### config.mk
export PLATFORM = sky130hd
export DESIGN_NAME = capture_sequencer_flat
export DESIGN_NICKNAME = d
export VERILOG_FILES = /design/src/rtl/capture_sequencer_if.sv /design/src/rtl/capture_sequencer.sv /design/src/flat_wrapper.sv
export SDC_FILE = /design/constraint.sdc
export NUM_CORES = 1
export LEC_CHECK = 0
export BUFFER_PORTS_ARGS = -buffer_cell sky130_fd_sc_hd__buf_2
export CORE_MARGIN = 2
export CORE_UTILIZATION = 60
export CTS_CLUSTER_SIZE = 28
export DETAILED_ROUTE_END_ITERATION = 7
export GPL_TIMING_DRIVEN = 0
export HOLD_SLACK_MARGIN = 0.02
export PLACE_DENSITY = 0.79
export SYNTH_ARGS = -nofsm -noshare
export SYNTH_HDL_FRONTEND = slang
export SYNTH_SLANG_ARGS = --single-unit
### constraint.sdc
create_clock -name decim_clk -period 3.5 [get_ports decim_clk]
set_clock_uncertainty 0.05 [all_clocks]
set_input_delay 0.7 -clock decim_clk [delete_from_list [all_inputs] [get_ports decim_clk]]
set_output_delay 0.7 -clock decim_clk [all_outputs]
set_load 0.1 [all_outputs]
### src/rtl/capture_sequencer_if.sv
`timescale 1ns/1ps
// Control and FIFO-side signal bundle for the capture sequencer.
// master: the Trigger/PIC side that requests captures and reads samples.
// slave:  the sequencer that drives the FIFO enables and status.
interface capture_sequencer_if;
    logic        run;
    logic        single;
    logic        auto_en;
    logic [15:0] pretrig;
    logic        trig;
    logic        pmdc;
    logic        fifo_wren;
    logic        fifo_rden;
    logic        fifo_rst;
    logic        data_ready;
    logic        forced;
    logic [2:0]  state;

    modport master (
        output run, single, auto_en, pretrig, trig, pmdc,
        input  fifo_wren, fifo_rden, fifo_rst, data_ready, forced, state
    );

    modport slave (
        input  run, single, auto_en, pretrig, trig, pmdc,
        output fifo_wren, fifo_rden, fifo_rst, data_ready, forced, state
    );
endinterface

### src/rtl/capture_sequencer.sv
`timescale 1ns/1ps
// Capture controller for the sample FIFO: flush, pre-trigger fill, sliding
// armed window, post-trigger fill, then strobe-paced readout to the PIC.
//
// state   | meaning
// IDLE    | waiting for run or a single request, FIFO untouched
// FLUSH   | FIFO reset held for two cycles, pretrig latched
// PRE     | writing the pre-trigger window
// ARMED   | window slides (write+read) until trig or auto timeout
// POST    | writing the post-trigger remainder
// READOUT | buffer full, one FIFO read per synchronized pmdc rising edge
// DONE    | one cycle, decide between re-arm and IDLE
module capture_sequencer #(
    parameter int          ADDR_W       = 13,
    parameter logic [23:0] AUTO_TIMEOUT = 24'd1000000
) (
    input logic                decim_clk,
    input logic                rst,
    capture_sequencer_if.slave bus
);
    localparam int                 CNT_W   = ADDR_W + 1;
    localparam int                 DEPTH   = 1 << ADDR_W;
    localparam logic [CNT_W-1:0]   DEPTH_C = CNT_W'(DEPTH);
    localparam logic [ADDR_W-1:0]  PRE_MAX = ADDR_W'(DEPTH - 1);

    typedef enum logic [2:0] {
        S_IDLE    = 3'd0,
        S_FLUSH   = 3'd1,
        S_PRE     = 3'd2,
        S_ARMED   = 3'd3,
        S_POST    = 3'd4,
        S_READOUT = 3'd5,
        S_DONE    = 3'd6
    } state_t;

    state_t            state_q;
    logic [ADDR_W-1:0] pretrig_l_q;
    logic [CNT_W-1:0]  cnt_q;
    logic [CNT_W-1:0]  rd_cnt_q;
    logic [23:0]       tmo_cnt_q;
    logic              once_l_q;
    logic              pmdc_s1_q;
    logic              pmdc_s2_q;
    logic              pmdc_prev_q;
    logic              fifo_wren_q;
    logic              fifo_rden_q;
    logic              fifo_rst_q;
    logic              data_ready_q;
    logic              forced_q;

    logic [ADDR_W-1:0] pretrig_sat;
    logic              pmdc_rise;
    logic              abort;
    logic              timeout_hit;

    // Clamp the requested window so at least one post-trigger sample remains.
    always_comb begin
        pretrig_sat = PRE_MAX;
        if (32'(bus.pretrig) < 32'(DEPTH - 1)) begin
            pretrig_sat = bus.pretrig[ADDR_W-1:0];
        end
    end

    assign pmdc_rise   = pmdc_s2_q & ~pmdc_prev_q;
    assign abort       = ~bus.run & ~once_l_q;
    assign timeout_hit = bus.auto_en & (tmo_cnt_q == AUTO_TIMEOUT - 24'd1);

    // Sequencer FSM with registered FIFO controls, counters and synchronizer.
    always_ff @(posedge decim_clk) begin
        if (rst) begin
            state_q      <= S_IDLE;
            pretrig_l_q  <= '0;
            cnt_q        <= '0;
            rd_cnt_q     <= '0;
            tmo_cnt_q    <= '0;
            once_l_q     <= 1'b0;
            pmdc_s1_q    <= 1'b0;
            pmdc_s2_q    <= 1'b0;
            pmdc_prev_q  <= 1'b0;
            fifo_wren_q  <= 1'b0;
            fifo_rden_q  <= 1'b0;
            fifo_rst_q   <= 1'b0;
            data_ready_q <= 1'b0;
            forced_q     <= 1'b0;
        end else begin
            pmdc_s1_q   <= bus.pmdc;
            pmdc_s2_q   <= pmdc_s1_q;
            pmdc_prev_q <= pmdc_s2_q;
            if (bus.single) once_l_q <= 1'b1;

            case (state_q)
                S_IDLE: begin
                    fifo_wren_q  <= 1'b0;
                    fifo_rden_q  <= 1'b0;
                    fifo_rst_q   <= 1'b0;
                    data_ready_q <= 1'b0;
                    if (bus.run || bus.single || once_l_q) begin
                        state_q     <= S_FLUSH;
                        fifo_rst_q  <= 1'b1;
                        cnt_q       <= CNT_W'(1);
                        pretrig_l_q <= pretrig_sat;
                        forced_q    <= 1'b0;
                        tmo_cnt_q   <= '0;
                        rd_cnt_q    <= '0;
                    end
                end
                S_FLUSH: begin
                    if (cnt_q == '0) begin
                        fifo_rst_q <= 1'b0;
                        if (pretrig_l_q == '0) begin
                            state_q   <= S_ARMED;
                            tmo_cnt_q <= '0;
                        end else begin
                            state_q     <= S_PRE;
                            fifo_wren_q <= 1'b1;
                            cnt_q       <= CNT_W'(pretrig_l_q) - CNT_W'(1);
                        end
                    end else begin
                        cnt_q <= cnt_q - CNT_W'(1);
                    end
                end
                S_PRE: begin
                    if (abort) begin
                        state_q     <= S_IDLE;
                        fifo_wren_q <= 1'b0;
                        fifo_rden_q <= 1'b0;
                        fifo_rst_q  <= 1'b1;
                    end else if (cnt_q == '0) begin
                        state_q     <= S_ARMED;
                        tmo_cnt_q   <= '0;
                        fifo_rden_q <= 1'b1;
                    end else begin
                        cnt_q <= cnt_q - CNT_W'(1);
                    end
                end
                S_ARMED: begin
                    if (abort) begin
                        state_q     <= S_IDLE;
                        fifo_wren_q <= 1'b0;
                        fifo_rden_q <= 1'b0;
                        fifo_rst_q  <= 1'b1;
                    end else if (bus.trig || timeout_hit) begin
                        // A real trigger wins a tie with the timeout.
                        state_q     <= S_POST;
                        forced_q    <= ~bus.trig;
                        fifo_wren_q <= 1'b1;
                        fifo_rden_q <= 1'b0;
                        cnt_q       <= DEPTH_C - CNT_W'(pretrig_l_q) - CNT_W'(1);
                    end else if (tmo_cnt_q != '1) begin
                        tmo_cnt_q <= tmo_cnt_q + 24'd1;
                    end
                end
                S_POST: begin
                    if (abort) begin
                        state_q     <= S_IDLE;
                        fifo_wren_q <= 1'b0;
                        fifo_rden_q <= 1'b0;
                        fifo_rst_q  <= 1'b1;
                    end else if (cnt_q == '0) begin
                        state_q      <= S_READOUT;
                        fifo_wren_q  <= 1'b0;
                        data_ready_q <= 1'b1;
                        rd_cnt_q     <= '0;
                        // Forget any strobe history from before the buffer was ready.
                        pmdc_s1_q    <= 1'b0;
                        pmdc_s2_q    <= 1'b0;
                        pmdc_prev_q  <= 1'b0;
                    end else begin
                        cnt_q <= cnt_q - CNT_W'(1);
                    end
                end
                S_READOUT: begin
                    fifo_rden_q <= 1'b0;
                    if (rd_cnt_q == DEPTH_C) begin
                        state_q      <= S_DONE;
                        data_ready_q <= 1'b0;
                    end else if (pmdc_rise) begin
                        fifo_rden_q <= 1'b1;
                        rd_cnt_q    <= rd_cnt_q + CNT_W'(1);
                    end
                end
                S_DONE: begin
                    if (bus.run && !once_l_q) begin
                        state_q     <= S_FLUSH;
                        fifo_rst_q  <= 1'b1;
                        cnt_q       <= CNT_W'(1);
                        pretrig_l_q <= pretrig_sat;
                        forced_q    <= 1'b0;
                        tmo_cnt_q   <= '0;
                        rd_cnt_q    <= '0;
                    end else begin
                        state_q  <= S_IDLE;
                        once_l_q <= bus.single;
                    end
                end
                default: state_q <= S_IDLE;
            endcase
        end
    end

    assign bus.fifo_wren  = fifo_wren_q;
    assign bus.fifo_rden  = fifo_rden_q;
    assign bus.fifo_rst   = fifo_rst_q;
    assign bus.data_ready = data_ready_q;
    assign bus.forced     = forced_q;
    assign bus.state      = state_q;
endmodule
### src/flat_wrapper.sv
// flat-port wrapper written by rule: the top's interface ports become plain ports
module capture_sequencer_flat 
#(
    parameter int          ADDR_W       = 13,
    parameter logic [23:0] AUTO_TIMEOUT = 24'd1000000
)
  (decim_clk, rst, bus_run, bus_single, bus_auto_en, bus_pretrig, bus_trig, bus_pmdc, bus_fifo_wren, bus_fifo_rden, bus_fifo_rst, bus_data_ready, bus_forced, bus_state);
  capture_sequencer_if bus_i ();
  input logic decim_clk;
  input logic rst;
  input wire logic [$bits(bus_i.run)-1:0] bus_run;
  input wire logic [$bits(bus_i.single)-1:0] bus_single;
  input wire logic [$bits(bus_i.auto_en)-1:0] bus_auto_en;
  input wire logic [$bits(bus_i.pretrig)-1:0] bus_pretrig;
  input wire logic [$bits(bus_i.trig)-1:0] bus_trig;
  input wire logic [$bits(bus_i.pmdc)-1:0] bus_pmdc;
  output wire logic [$bits(bus_i.fifo_wren)-1:0] bus_fifo_wren;
  output wire logic [$bits(bus_i.fifo_rden)-1:0] bus_fifo_rden;
  output wire logic [$bits(bus_i.fifo_rst)-1:0] bus_fifo_rst;
  output wire logic [$bits(bus_i.data_ready)-1:0] bus_data_ready;
  output wire logic [$bits(bus_i.forced)-1:0] bus_forced;
  output wire logic [$bits(bus_i.state)-1:0] bus_state;
  assign bus_i.run = bus_run;
  assign bus_i.single = bus_single;
  assign bus_i.auto_en = bus_auto_en;
  assign bus_i.pretrig = bus_pretrig;
  assign bus_i.trig = bus_trig;
  assign bus_i.pmdc = bus_pmdc;
  assign bus_fifo_wren = bus_i.fifo_wren;
  assign bus_fifo_rden = bus_i.fifo_rden;
  assign bus_fifo_rst = bus_i.fifo_rst;
  assign bus_data_ready = bus_i.data_ready;
  assign bus_forced = bus_i.forced;
  assign bus_state = bus_i.state;
  capture_sequencer #(.ADDR_W(ADDR_W), .AUTO_TIMEOUT(AUTO_TIMEOUT)) u_core (.decim_clk(decim_clk), .rst(rst), .bus(bus_i));
endmodule
==> metrics.csv, run 1 <==
metric,value,unit
vias per cell,6.76,
final hold vios,0,
"area leader, netlist",dfxtp_1,
# resized after CTS,0,
"FFs w/ async S/R, synth",0,%
core box area,7730,um^2
largest net degree at the start of global routing,13,
CP max stage delay,730,ps
Worst Hold Path EP,u_core.pmdc_s2_q,
vias in the first global route,4721,
design area,5250,um^2
Net Switching,2.20,mW
Hold Startpoint,u_core.pmdc_s1_q,
Hold Path Stages,1,
Placement Cell Area,5040,um^2
Reg area,1540,um^2
setup repair bufs after CTS,0,
"Reg clk slew, reported paths",80,ps
Hold Buf Count CTS,0,
I/O Buffers,29,
fin util,68.0,%
P_int,2.28,mW
sequential area share after synthesis,32.4,%
post-route clock period utilization,91.2,%
RSZ-0062 raised after global routing,false,
share of cells above drive strength 1,13.2,%
global-route wire length before repair,22500,um
setup violators final,0,
"Slowest-stage cell, CP",a211oi_1,
fin crit period,3190,ps
Worst R2R Start,u_core.cnt_q[0],
Residual DRC,0,
FF-to-FF End,u_core.tmo_cnt_q[1],
R2R cell count,9,
Comb power frac,56.8,%
CP required,3750,ps
Rows,32,
clock share of power,16.9,%
Via Count,5133,
antenna cells,0,
Clock Latency Late Sink,370,ps
Critical Path Fanout Max,10,
Worst Hold Class,register to register,
CTS Buffer Depth,2,
post-synthesis cell count,613,
Worst IR Drop VDD,0.408,mV
max_slew headroom,42.6,%
H-tree levels,3,
critical path cell sequence,inv_1 -> ha_1 -> nor3b_1 -> nand4_2 -> o2bb2ai_1 -> a211oi_1 -> buf_4 -> nand3_1 -> a21oi_1,
Area contributors post-synth,"dfxtp_1, a21oi_1, o21ai_0",
CTS Sinks,77,
Post-synth EDFFs,0,
"commonest non-fill, non-tap cell in the layout",dfxtp_1,
worst-margin pin slew,853,ps
Sw Ratio,49.1,%
Root Driver,clkbuf_8,
FF-to-FF setup slack,310,ps
total wire length,13700,um
full die area,8670,um^2
Synth cell types,67,
Post-DRT Antenna Nets,0,
max_cap viols,0,
area added between synthesis and finish,10.2,%
Synth top area share,32.4,%
CTS tree,yes,
Worst setup SP type,register,
Inserted Clock Buffers,9,
fmax,313,MHz
Cell Pwr Density,853,nW/um^2
Ys Warns,0,
LEAKAGE,1.77,nW
remaining global-route overflow,0,
average size of a mapped cell,7.77,um^2
Starting Density,61.7,%
antenna violations before repair,0,
sequential share of power,26.4,%
CP endpoint kind,register,
run status,"finished, final reports clean",
GRT Total Usage,32.4,%
DR pass1 iterations,5,
synthesized area,4760,um^2
drt wl/cell,18.0,um
DPL Wire Length,9730,um
ys flop type,dfxtp_1,
GPL Wtd Cong,0.958,
die height,93.1,um
drt initial violations,571,
Worst EP arrival,3440,ps
most frequent cells in the layout,"dfxtp_1, nor2_1, a21oi_1, nand2_1, o21ai_0",
max-slew violations,0,
setup TNS,0,ps
Chip Width,93.1,um
IO Pins,31,
critical path class,register to register,
nets@finish,681,
Syn Nets,641,
multi-input logic area,2930,um^2
FILL cells,659,
"FF+latch count, synth",77,
==> layout make-up <==
class | instances | share of cell area, %
flip-flops and latches | 77 | 29.4
repair buffers | 29 | 2.76
clock buffers | 11 | 2.69
well taps | 102 | 2.43
inverters | 18 | 1.29
plain buffers | 36 | 4.24
multi-input cells | 482 | 55.8
clock inverters | 4 | 1.38
==> cells in the mapped netlist, types with 4 or more instances <==
cell / instances
buf_2: 5
inv_1: 16
o21ai_0: 45
or3_1: 4
nor2_1: 56
nor3b_1: 9
and2_1: 7
dfxtp_1: 77
nand4_1: 17
or4_1: 5
xnor2_1: 17
nand3_1: 21
clkbuf_1: 22
nand2_1: 49
clkbuf_8: 7
and4_1: 6
a21oi_1: 51
o21a_1: 4
o221a_2: 12
nor2b_1: 4
a311oi_1: 9
and3_1: 12
nor3_1: 38
ha_1: 5
a31oi_1: 14
o22ai_1: 7
a211oi_1: 6
o2bb2ai_1: 6
nor4_1: 21
a2bb2oi_1: 4
==> per-layer routing <==
metal / track usage [%] / vias to the layer above / share of wire [%]
met5: 0 / - / 0
met4: 13.8 / 0 / 3.1
met3: 6.77 / 49 / 11
met2: 52.0 / 326 / 45
met1: 42.3 / 2348 / 41
li1: - / 2410 / -
==> flip-flops by register name, indices dropped and copies added (netlist names), 3 cells and up <==
name,cells
u_core.cnt_q,14
u_core.rd_cnt_q,14
u_core.pretrig_l_q,13
u_core.tmo_cnt_q,24
u_core.bus.state,3
==> power by group through the flow <==
stage | logic [mW] | registers (mW) | clock network [mW]
floorplan | 1.68 | 1.38 | 0
CTS | 2.47 | 1.18 | 0.759
finish | 2.54 | 1.18 | 0.755
detailed placement | 2.46 | 1.20 | 0
global route | 2.74 | 1.20 | 0.795
global placement | 2.43 | 1.19 | 0
==> worst max-delay path: cells and delay by family, from the launching register on <==
kind | cells | cell delay (ps)
DFF | 1 | 350
adders and majority gates | 1 | 210
buffers and inverters | 2 | 410
AOI/OAI and AO/OA | 3 | 1170
and+or+nand+nor | 3 | 930
==> kinds of logic after synthesis <==
| kind of cell | Yosys count | synth area share, % |
|---|---|---|
| AO/OA/AOI/OAI | 185 | 25.7 |
| flip-flops | 77 | 32.4 |
| buffers and inverters | 54 | 6.09 |
| adder cells (fa/ha/maj) | 5 | 1.31 |
| multiplexers | 2 | 0.420 |
| XOR/XNOR | 20 | 3.68 |
| AND/OR/NAND/NOR | 270 | 30.5 |
==> stage by stage <==
step	setup slack [ps]	cells	hold WS, ps	total power [mW]
after CTS	354	759	393	4.41
after detailed placement	265	744	370	3.65
after global placement	231	744	361	3.61
after floorplan	582	613	356	3.06
final	307	759	386	4.48
after global routing	155	759	405	4.74
==> how the worst max path moves through the flow <==
stage	startpoint	end	slack, ps	cells past startpoint
finish	u_core.cnt_q[0]	u_core.tmo_cnt_q[1]	310	9
global route	u_core.cnt_q[0]	u_core.tmo_cnt_q[1]	160	9
CTS	u_core.cnt_q[0]	u_core.tmo_cnt_q[1]	350	9
detailed placement	bus_run	u_core.tmo_cnt_q[19]	270	8
global placement	bus_run	u_core.tmo_cnt_q[19]	230	8
floorplan	u_core.bus.state[1]	u_core.tmo_cnt_q[19]	580	8
Power figures use the tool's default switching activity.
==> inputs of run 2 (changes only) <==
--- a/config.mk
+++ b/config.mk
@@ -6,6 +6,7 @@
 export NUM_CORES = 1
 export LEC_CHECK = 0
 export BUFFER_PORTS_ARGS = -buffer_cell sky130_fd_sc_hd__buf_2
+export CORE_ASPECT_RATIO = 0.6
 export CORE_MARGIN = 2
 export CORE_UTILIZATION = 60
 export CTS_CLUSTER_SIZE = 28
==> run 2 against run 1 <==
Compared with the run above:
- sequential cell count unchanged
- sequential share of layout area down 0.60 points
- register-to-register slack worse by 80 ps
- utilization is 0.86 points higher
- critical endpoint is now u_core.cnt_q[2]
- final cell count rose by 0.79%
- clock-buffer cell count stayed put
- combinational power up 2%
- largest power group unchanged
==> metrics.csv, run 2 (same netlist as run 1, synthesis figures left out) <==
metric,value,unit
CP Capture Point,u_core.cnt_q[2],
max_cap viols,0,
CP required,3650,ps
"commonest non-fill, non-tap cell in the layout",dfxtp_1,
CTS Buffer Depth,2,
GPL Wtd Cong,0.949,
Residual DRC,0,
run status,"finished, final reports clean",
worst-margin pin slew,829,ps
share of cells above drive strength 1,13.2,%
nets@finish,681,
largest net degree at the start of global routing,13,
antenna violations before repair,0,
sequential share of power,24.9,%
IO Pins,31,
Hold Buf Count CTS,0,
hold slack,406,ps
setup repair bufs after CTS,0,
Worst EP arrival,3420,ps
drt initial violations,736,
area added between synthesis and finish,12.5,%
Sw Ratio,47.7,%
CTS Sinks,77,
fin crit period,3270,ps
R2R cell count,9,
remaining global-route overflow,0,
LEAKAGE,1.82,nW
Regs by FF count,"u_core.tmo_cnt_q x24, u_core.cnt_q x14, u_core.rd_cnt_q x14",
CP max stage delay,650,ps
I/O Buffers,29,
DPL Wire Length,10500,um
final hold vios,0,
FF-to-FF setup slack,230,ps
core box area,7790,um^2
Rows,25,
Worst Hold Class,register to register,
GRT Total Usage,33.9,%
"CP delay by family, top",compound AO/OA/AOI/OAI gates,
Inserted Clock Buffers,9,
DR pass1 iterations,6,
Critical Path Fanout Max,10,
most frequent cells in the layout,"dfxtp_1, nor2_1, a21oi_1, nand2_1, o21ai_0",
non-filler instance count after layout,765,
Worst setup SP type,register,
P_int,2.51,mW
Inst Count DP,750,
design area,5360,um^2
"Reg clk slew, reported paths",60,ps
critical path cell sequence,inv_1 -> ha_1 -> nor3b_1 -> nand4_2 -> a21oi_1 -> buf_2 -> o32ai_1 -> o21ai_0 -> a21oi_1,
critical path class,register to register,
Worst Setup SP,u_core.cnt_q[0],
FILL cells,685,
Stages on worst setup path,9,
max_slew headroom,44.2,%
Clock Latency Late Sink,340,ps
Post-DRT Antenna Nets,0,
Chip Width,119,um
fmax,306,MHz
antenna cells,0,
Biggest register,u_core.tmo_cnt_q,
Comb power frac,54.1,%
max-slew violations,0,
Worst R2R Start,u_core.cnt_q[0],
total wire length,14500,um
# resized after CTS,0,
CTS tree,yes,
global-route wire length before repair,23200,um
setup violators final,0,
die height,73.0,um
Root Driver,clkbuf_16,
post-route clock period utilization,93.4,%
clock share of power,20.9,%
RSZ-0062 raised after global routing,false,
Worst IR Drop VDD,0.390,mV
Placement Cell Area,5040,um^2
setup TNS,0,ps
H-tree levels,3,
CP endpoint kind,register,
"Slowest-stage cell, CP",a21oi_1,
Crit path buffers/inverters,2,
Cell Pwr Density,894,nW/um^2
FF-to-FF End,u_core.cnt_q[2],
Starting Density,61.2,%
vias in the first global route,4455,
cell repeated most along the worst path,a21oi_1,
Via Count,5100,
vias per cell,6.67,
full die area,8690,um^2
drt wl/cell,19.0,um
Net Switching,2.29,mW
flip-flop count of the largest register after layout,24,
run 2: cell counts in the layout (fill, tap and decap cells not counted):
No cell type changed its count.
run 2: worst min-delay path by stage:
stage	end	cells past startpoint	startpoint	slack, ps
2_1_floorplan	u_core.pmdc_s2_q	1	u_core.pmdc_s1_q	360
3_3_place_gp	u_core.pmdc_s2_q	1	u_core.pmdc_s1_q	360
3_5_place_dp	u_core.pmdc_s2_q	1	u_core.pmdc_s1_q	400
4_1_cts	u_core.pmdc_s2_q	1	u_core.pmdc_s1_q	410
5_1_grt	u_core.pmdc_s2_q	1	u_core.pmdc_s1_q	420
6_report	u_core.pmdc_s2_q	1	u_core.pmdc_s1_q	410
run 2: routing by layer:
| layer | routed length, um | global-route usage, % | part of all wire (%) |
|---|---|---|---|
| met1 | 6740 | 50.8 | 46 |
| met2 | 5550 | 46.7 | 38 |
| met3 | 1960 | 9.84 | 14 |
| met4 | 265 | 9.92 | 1.8 |
| met5 | 0 | 0 | 0 |
run 2: power groups by stage:
stage | clock network [mW] | registers, mW | logic [mW]
2_1_floorplan | 0 | 1.38 | 1.68
3_3_place_gp | 0 | 1.19 | 2.45
3_5_place_dp | 0 | 1.20 | 2.47
4_1_cts | 1.01 | 1.18 | 2.49
5_1_grt | 1.04 | 1.21 | 2.79
6_report | 1.00 | 1.20 | 2.59
run 2: cell type report:
cell class	count	area, um^2	share of cell area, %
Buffer	36	223	4.16
Clock buffer	11	243	4.53
Clock inverter	4	72.6	1.35
Inverter	18	67.6	1.26
Multi-Input combinational cell	482	2930	54.7
Sequential cell	77	1540	28.8
Tap cell	108	135	2.52
Timing Repair Buffer	29	145	2.71
run 2: worst register-to-register path: stages (launching register included):
cell and delay, ps:
dfxtp_1 340, inv_1 80, ha_1 200, nor3b_1 410, nand4_2 400, a21oi_1 650, buf_2 360, o32ai_1 110
o21ai_0 410, a21oi_1 120
run 2: metrics by stage:
stage	utilization (%)	worst slack (ps)	power (mW)
after floorplan	-	582	3.06
after global placement	64.8	252	3.63
after detailed placement	64.8	263	3.67
after CTS	68.8	412	4.68
after global routing	68.8	3.90	5.04
final	68.8	231	4.79
